===== src/rtl/btn_event_decoder_if.sv =====
// Button event bus between the toggle source and btn_event_decoder.
// master drives the debounced toggle; slave returns the decoded events.
interface btn_event_decoder_if #(
  parameter int EVT_W = 8
);
  logic             btn_toggle;
  logic             btn_level;
  logic             press_pulse;
  logic             release_pulse;
  logic             long_pulse;
  logic             repeat_pulse;
  logic [EVT_W-1:0] event_count;

  modport master (
    output btn_toggle,
    input  btn_level,
    input  press_pulse,
    input  release_pulse,
    input  long_pulse,
    input  repeat_pulse,
    input  event_count
  );

  modport slave (
    input  btn_toggle,
    output btn_level,
    output press_pulse,
    output release_pulse,
    output long_pulse,
    output repeat_pulse,
    output event_count
  );
endinterface


===== src/rtl/btn_event_decoder.sv =====
// Debounced toggle stream -> press/release/long/repeat strobes + counter.
// Define BTN_EVT_REPEAT_EN to enable auto-repeat strobes while held.
module btn_event_decoder #(
  parameter int LONG_CYCLES   = 50000000,
  parameter int REPEAT_CYCLES = 10000000,
  parameter int CNT_W         = 26,
  parameter int EVT_W         = 8
) (
  input  logic clk,
  input  logic rst_n,
  btn_event_decoder_if.slave bus
);

  typedef enum logic [1:0] {
    IDLE,
    PRESSED,
    HELD
  } state_t;

  localparam logic [CNT_W-1:0] LONG_MAX = CNT_W'(LONG_CYCLES - 1);
`ifdef BTN_EVT_REPEAT_EN
  localparam logic [CNT_W-1:0] REP_MAX = CNT_W'(REPEAT_CYCLES - 1);
`endif

  if (LONG_CYCLES < 2 || REPEAT_CYCLES < 2) begin : g_bad_param
    $error("btn_event_decoder: cycle parameters must be >= 2");
  end

  state_t           state, state_d;
  logic [CNT_W-1:0] hold_cnt, hold_cnt_d;
  logic [EVT_W-1:0] evt_cnt, evt_cnt_d;
  logic             tgl_q;
  logic             level, level_d;
  logic             press, press_d;
  logic             rel, rel_d;
  logic             lng, lng_d;
  logic             rep, rep_d;
  logic             evt;

  assign evt = bus.btn_toggle ^ tgl_q;

  always_comb begin
    state_d    = state;
    hold_cnt_d = hold_cnt;
    evt_cnt_d  = evt_cnt;
    level_d    = level;
    press_d    = 1'b0;
    rel_d      = 1'b0;
    lng_d      = 1'b0;
    rep_d      = 1'b0;
    unique case (state)
      IDLE: begin
        if (evt) begin
          press_d    = 1'b1;
          level_d    = 1'b1;
          evt_cnt_d  = evt_cnt + 1'b1;
          hold_cnt_d = '0;
          state_d    = PRESSED;
        end
      end
      PRESSED: begin
        if (evt) begin
          rel_d      = 1'b1;
          level_d    = 1'b0;
          hold_cnt_d = '0;
          state_d    = IDLE;
        end else if (hold_cnt == LONG_MAX) begin
          lng_d      = 1'b1;
          hold_cnt_d = '0;
          state_d    = HELD;
        end else begin
          hold_cnt_d = hold_cnt + 1'b1;
        end
      end
      HELD: begin
        if (evt) begin
          rel_d      = 1'b1;
          level_d    = 1'b0;
          hold_cnt_d = '0;
          state_d    = IDLE;
`ifdef BTN_EVT_REPEAT_EN
        end else if (hold_cnt == REP_MAX) begin
          rep_d      = 1'b1;
          hold_cnt_d = '0;
        end else begin
          hold_cnt_d = hold_cnt + 1'b1;
        end
`else
        end else begin
          hold_cnt_d = '0;
        end
`endif
      end
      default: begin
        state_d    = IDLE;
        hold_cnt_d = '0;
        level_d    = 1'b0;
      end
    endcase
  end

  // Reset re-baselines tgl_q so a held button produces no event on release of reset.
  always_ff @(posedge clk) begin
    tgl_q <= bus.btn_toggle;
    if (!rst_n) begin
      state    <= IDLE;
      hold_cnt <= '0;
      evt_cnt  <= '0;
      level    <= 1'b0;
      press    <= 1'b0;
      rel      <= 1'b0;
      lng      <= 1'b0;
      rep      <= 1'b0;
    end else begin
      state    <= state_d;
      hold_cnt <= hold_cnt_d;
      evt_cnt  <= evt_cnt_d;
      level    <= level_d;
      press    <= press_d;
      rel      <= rel_d;
      lng      <= lng_d;
      rep      <= rep_d;
    end
  end

  assign bus.btn_level     = level;
  assign bus.press_pulse   = press;
  assign bus.release_pulse = rel;
  assign bus.long_pulse    = lng;
  assign bus.repeat_pulse  = rep;
  assign bus.event_count   = evt_cnt;

endmodule


===== src/flat_wrapper.sv =====
// flat-port wrapper written by rule: the top's interface ports become plain ports
module btn_event_decoder_flat 
#(
  parameter int LONG_CYCLES   = 50000000,
  parameter int REPEAT_CYCLES = 10000000,
  parameter int CNT_W         = 26,
  parameter int EVT_W         = 8
)
  (clk, rst_n, bus_btn_toggle, bus_btn_level, bus_press_pulse, bus_release_pulse, bus_long_pulse, bus_repeat_pulse, bus_event_count);
  btn_event_decoder_if #(.EVT_W(EVT_W)) bus_i ();
  input  logic clk;
  input  logic rst_n;
  input wire logic [$bits(bus_i.btn_toggle)-1:0] bus_btn_toggle;
  output wire logic [$bits(bus_i.btn_level)-1:0] bus_btn_level;
  output wire logic [$bits(bus_i.press_pulse)-1:0] bus_press_pulse;
  output wire logic [$bits(bus_i.release_pulse)-1:0] bus_release_pulse;
  output wire logic [$bits(bus_i.long_pulse)-1:0] bus_long_pulse;
  output wire logic [$bits(bus_i.repeat_pulse)-1:0] bus_repeat_pulse;
  output wire logic [$bits(bus_i.event_count)-1:0] bus_event_count;
  assign bus_i.btn_toggle = bus_btn_toggle;
  assign bus_btn_level = bus_i.btn_level;
  assign bus_press_pulse = bus_i.press_pulse;
  assign bus_release_pulse = bus_i.release_pulse;
  assign bus_long_pulse = bus_i.long_pulse;
  assign bus_repeat_pulse = bus_i.repeat_pulse;
  assign bus_event_count = bus_i.event_count;
  btn_event_decoder #(.LONG_CYCLES(LONG_CYCLES), .REPEAT_CYCLES(REPEAT_CYCLES), .CNT_W(CNT_W), .EVT_W(EVT_W)) u_core (.clk(clk), .rst_n(rst_n), .bus(bus_i));
endmodule

===== config.mk =====
export PLATFORM = sky130hd
export DESIGN_NAME = btn_event_decoder_flat
export DESIGN_NICKNAME = d
export VERILOG_FILES = /design/src/rtl/btn_event_decoder_if.sv /design/src/rtl/btn_event_decoder.sv /design/src/flat_wrapper.sv
export SDC_FILE = /design/constraint.sdc
export NUM_CORES = 1
export LEC_CHECK = 0
export ABC_AREA = 1
export ABC_CLOCK_PERIOD_IN_PS = 2000
export CORE_UTILIZATION = 55
export DETAILED_ROUTE_END_ITERATION = 12
export PLACE_DENSITY = 0.8
export RECOVER_POWER = 50
export SETUP_SLACK_MARGIN = 0.05
export SLEW_MARGIN = 25
export SYNTH_ARGS = -nofsm -noshare
export SYNTH_HDL_FRONTEND = slang
export SYNTH_SLANG_ARGS = --single-unit

===== constraint.sdc =====
create_clock -name clk -period 2 [get_ports clk]
set_input_delay 0.4 -clock clk [delete_from_list [all_inputs] [get_ports clk]]
set_output_delay 0.4 -clock clk [all_outputs]
set_load 0.05 [all_outputs]

======== Word-level counts from Yosys, hierarchy flattened ========
Index checks and enable logic that the tools add are counted.
word-level totals
  bits of input ports ..................... 3
  bits in registers ....................... 41
  word-level logic and storage cells ...... 42
operators by class
  add/subtract/negate cells ............... 2
  multiplexer cells ....................... 14
  bitwise logic cells ..................... 3
  reduce and logical (&&, ||, !) cells .... 8
  eq/ne operators ......................... 7
operator list
  kind                                                                      count
  26-bit two-way mux                                                        3
  26-bit one-hot mux with 2 select lines                                    1
  26-bit by 1-bit adder with 26-bit output (second input constant)          1
  26-bit equality test (second input constant)                              1
  8-bit by 1-bit adder with 8-bit output (second input constant)            1
  2-bit two-way mux                                                         4
  2-bit AND reduction                                                       4
  2-bit by 1-bit inequality test with 1-bit output (second input constant)  3
  2-bit one-hot mux with 3 select lines                                     1
  1-bit two-way mux                                                         4
  3-bit by 1-bit inequality test with 1-bit output (second input constant)  1
  3-bit AND reduction                                                       1
  3-bit OR reduction                                                        1
  2-bit by 1-bit equality test with 1-bit output (second input constant)    1
  2-bit equality test (second input constant)                               1
  2-bit logical NOT                                                         1
  1-bit NOT                                                                 2
  1-bit one-hot mux with 2 select lines                                     1
  2-bit OR reduction                                                        1
  1-bit bitwise XOR                                                         1

======== Longest topological paths before layout ========
  word-level depth ........................ 4
  mapped depth ............................ 11

======== Worst setup path before layout ========
OpenSTA, ideal clock, no wires.
  kind .................................... register to register
  from .................................... register u_core.evt_cnt[1] (netlist: u_core.bus.event_count[1])
  to ...................................... register u_core.evt_cnt[6] (netlist: u_core.bus.event_count[6])
  arrival time ............................ 1.466 ns
  cell stages (with the launch flop) ...... 7
  path slack .............................. 0.412 ns
  clock period less this slack ............ 1.588 ns
  cell sequence ........................... dfxtp_1 > ha_1 > nand3_1 > nor2_1 > nand2_1 > nor3b_1 > nor3_1
on the way
  cells in the longest elaborated chain, start to end .. 1
ends and longest elaborated chain
  element                                 RTL line                  text
  start: declaration                      btn_event_decoder.sv:31   logic [EVT_W-1:0] evt_cnt, evt_cnt_d;
  start signal: assignment                btn_event_decoder.sv:117  evt_cnt <= evt_cnt_d;
  8-bit by 1-bit adder with 8-bit output  btn_event_decoder.sv:56   evt_cnt_d = evt_cnt + 1'b1;
No other way between the ends.
A chain may end at the register's enable or synchronous reset.

======== Final worst setup path ========
  from .................................... register u_core.level (netlist: u_core.bus.btn_level)
  to ...................................... output port bus_btn_level
RTL lines
  element                   RTL line                  text
  start: declaration        btn_event_decoder.sv:33   logic level, level_d;
  start signal: assignment  btn_event_decoder.sv:118  level <= level_d;
  end: declaration          flat_wrapper.sv:14        output wire logic [$bits(bus_i.btn_level)-1:0] bus_btn_level;
No word-level cell between the ends.

==> reports/qor.yml <==
outcome: "complete, no violations"
dieHeight_um: 63.3
design_area_um2: 2320
ys_seq_elements: 41
seqCellArea_um2: 821
holdCritPathClass: "reg -> reg"
diodes: 0
grt_pass1_vias: 1799
coreArea_um2: 3470
finalCritPeriodShare_pct: 95.1
nets: 325
grt_max_degree: 25
viasPerCell: 5.09
clock_skew_ns: 0.00465
syn-num-nets: 303
num_vias: 1847
seq_area_frac_synth_pct: 39.7
worstSkewPairLatency_ns: 0.30
power.density_nw_per_um2: 863
grt.met1_usage_pct: 29.4
htreeDepth: 2
cts_sinks: 41
cts_tree: "yes"
worst_ep_arrival_time_ns: 1.50
ant_nets: 0
cts_setup_buffers: 0
post-dp-hpwl_mm: 3.11
syn_inst: 295
drt-total-wl_mm: 4.16
ys_types: 28
drt-pass1-iter-count: 4
gp_congestion: 0.875
period_minus_slack_ns: 1.90
syn_area_per_cell_um2: 7.01
crit_path_end_kind: "output port"
portBuffers: 14
row_count: 21
io_pins: 16
routedWlPerCell_um: 11.5
die-area_um2: 4010
post_dp_cell_area_um2: 2270
final-hold-violation-count: 0
finalPower_mw: 2.00
max_stage_delay_ns: 0.87
setup_slack_ns: 0.0987
yosysWarnings: 0
worstPathMaxFanout: 2
critical_path.cell_chain: "dlygate4sd3_1"
cts_buffers: 5
synth_area_um2: 2070
area_growth_pct: 12.1
clk_pin_slew_ns: 0.07
fmaxAchievable_mhz: 526
clock-root-buffer: "clkbuf_8"
fillers: 311
worst_setup_path_start_kind: "flop"
p_leak_nw: 0.953
ir_drop_mv: 0.509
route.detailed.drc: 0
antenna_found_initial: 0
grtUsageMet2_pct: 36.6
rsz0062_at_grt: "no"
critPathRequiredTime_ns: 1.60
drtIter0Drc: 86
instances_no_fill: 363
utilization_pct: 66.8
finalMaxSlewViolations: 0
ctsResizeCount: 0
cap_viol_max_count: 0
hold_buffers: 0
start_util_pct: 59.6
use_met3_pct: 8.88
grt_remaining_overflow: 0
cp_top_family: "buffers and inverters"
criticalPathCategory: "reg -> out"
grt.total_usage_pct: 23.7
path_buf_inv: 1
place_inst: 356
dp_slack_ns: -0.00906
slowest_stage: "dlygate4sd3_1"
busiest_layer: "met2"
ff2ff_setup_slack_ns: 0.27
slew_headroom_pct: 59.2
multi_input_area_um2: 1060
cts_max_path_buffers: 2
finalSetupViolations: 0
tightestPinTransition_ns: 0.615
grt_pass1_wl_mm: 7.47
drive_gt1_share_pct: 7.57
fp.dieW_um: 63.3
-- report_power, final --
part           switching (mW)  leakage [nW]  internal [mW]
clock network           0.275        0.0443          0.274
registers              0.0363         0.332          0.867
logic                   0.369         0.576          0.178
total                   0.681         0.953           1.32
-- layout make-up --
| cell class | count | area share (%) |
|---|---|---|
| Inverter | 38 | 6.16 |
| Tap cell | 46 | 2.48 |
| Multi-Input combinational cell | 211 | 45.7 |
| Timing Repair Buffer | 20 | 6.48 |
| Clock buffer | 7 | 3.73 |
| Sequential cell | 41 | 35.4 |
-- cell usage in the layout (no fill, tap or decap), drive strengths merged --
| cell type | instances |
|---|---|
| o21ai | 4 |
| xor2 | 10 |
| nand4 | 9 |
| conb | 1 |
| a21oi | 11 |
| buf | 5 |
| o211ai | 1 |
| or2 | 1 |
| nor3b | 1 |
| nand3b | 2 |
| clkbuf | 13 |
| nor3 | 7 |
| dfxtp | 41 |
| nand3 | 25 |
| dlygate4sd3 | 5 |
| nor4 | 3 |
| mux2i | 1 |
| xnor2 | 2 |
| nand2 | 66 |
| inv | 38 |
| nor2 | 58 |
| o21bai | 1 |
| clkdlybuf4s50 | 4 |
| ha | 5 |
| o22ai | 3 |
-- kinds of logic (layout without fill, tap and decap cells) --
kind of cell / after synthesis / count (layout) / synth area share (%)
mux: 1 / 1 / 0.484
fa+ha+maj: 5 / 5 / 3.03
xor+xnor: 12 / 12 / 5.08
compound gates: 20 / 20 / 5.27
flops: 41 / 41 / 39.7
buf+inv: 43 / 65 / 8.90
other cells: 1 / 1 / 0.181
simple gates: 172 / 172 / 37.3
-- synth_stat cells --
cell      number  area share [%]
a21oi_1       11             2.7
buf_4          2            0.73
buf_6          2             1.1
clkbuf_1       1            0.18
conb_1         1            0.18
dfxtp_1       41              40
ha_1           5             3.0
inv_1         38             6.9
mux2i_1        1            0.48
nand2_1       60              11
nand2_2        5             1.5
nand2_4        1            0.54
nand3_1       23             5.6
nand3_2        2            0.97
nand3b_1       2            0.73
nand4_1        9             2.7
nor2_1        53             9.6
nor2_2         5             1.5
nor3_1         7             1.7
nor3b_1        1            0.36
nor4_1         3            0.91
o211ai_1       1            0.36
o21ai_0        4            0.97
o21bai_1       1            0.36
o22ai_1        3            0.91
or2_2          1            0.30
xnor2_1        2            0.85
xor2_1        10             4.2
-- flip-flops by register name, summed over array words and instances, names as in the netlist --
register	flops
u_core.bus.event_count	8
u_core.hold_cnt	26
u_core.tgl_q	1
u_core.bus.release_pulse	1
u_core.bus.long_pulse	1
u_core.bus.btn_level	1
u_core.state	2
u_core.bus.press_pulse	1
-- routing by layer --
metal,vias up,wire length [um]
met5,-,0
met4,0,83
met3,8,155
met2,27,1860
met1,837,2070
li1,975,-
-- per-stage QoR --
step / hold slack, ns / setup TNS, ns
after floorplan: 0.428 / 0
after global placement: 0.448 / 0
after detailed placement: 0.455 / -0.0164
after CTS: 0.471 / 0
after global routing: 0.494 / 0
final: 0.467 / 0
-- path summary, 6_finish.rpt --
| check | startpoint | end | cells past startpoint |
|---|---|---|---|
| max reg2reg | u_core.hold_cnt[0] | u_core.hold_cnt[18] | 9 |
| max | u_core.bus.btn_level | bus_btn_level | 1 |
| min | u_core.bus.event_count[7] | u_core.bus.event_count[7] | 2 |
| min reg2reg | u_core.bus.event_count[7] | u_core.bus.event_count[7] | 2 |
No activity file was read; power rests on OpenSTA's default activity.
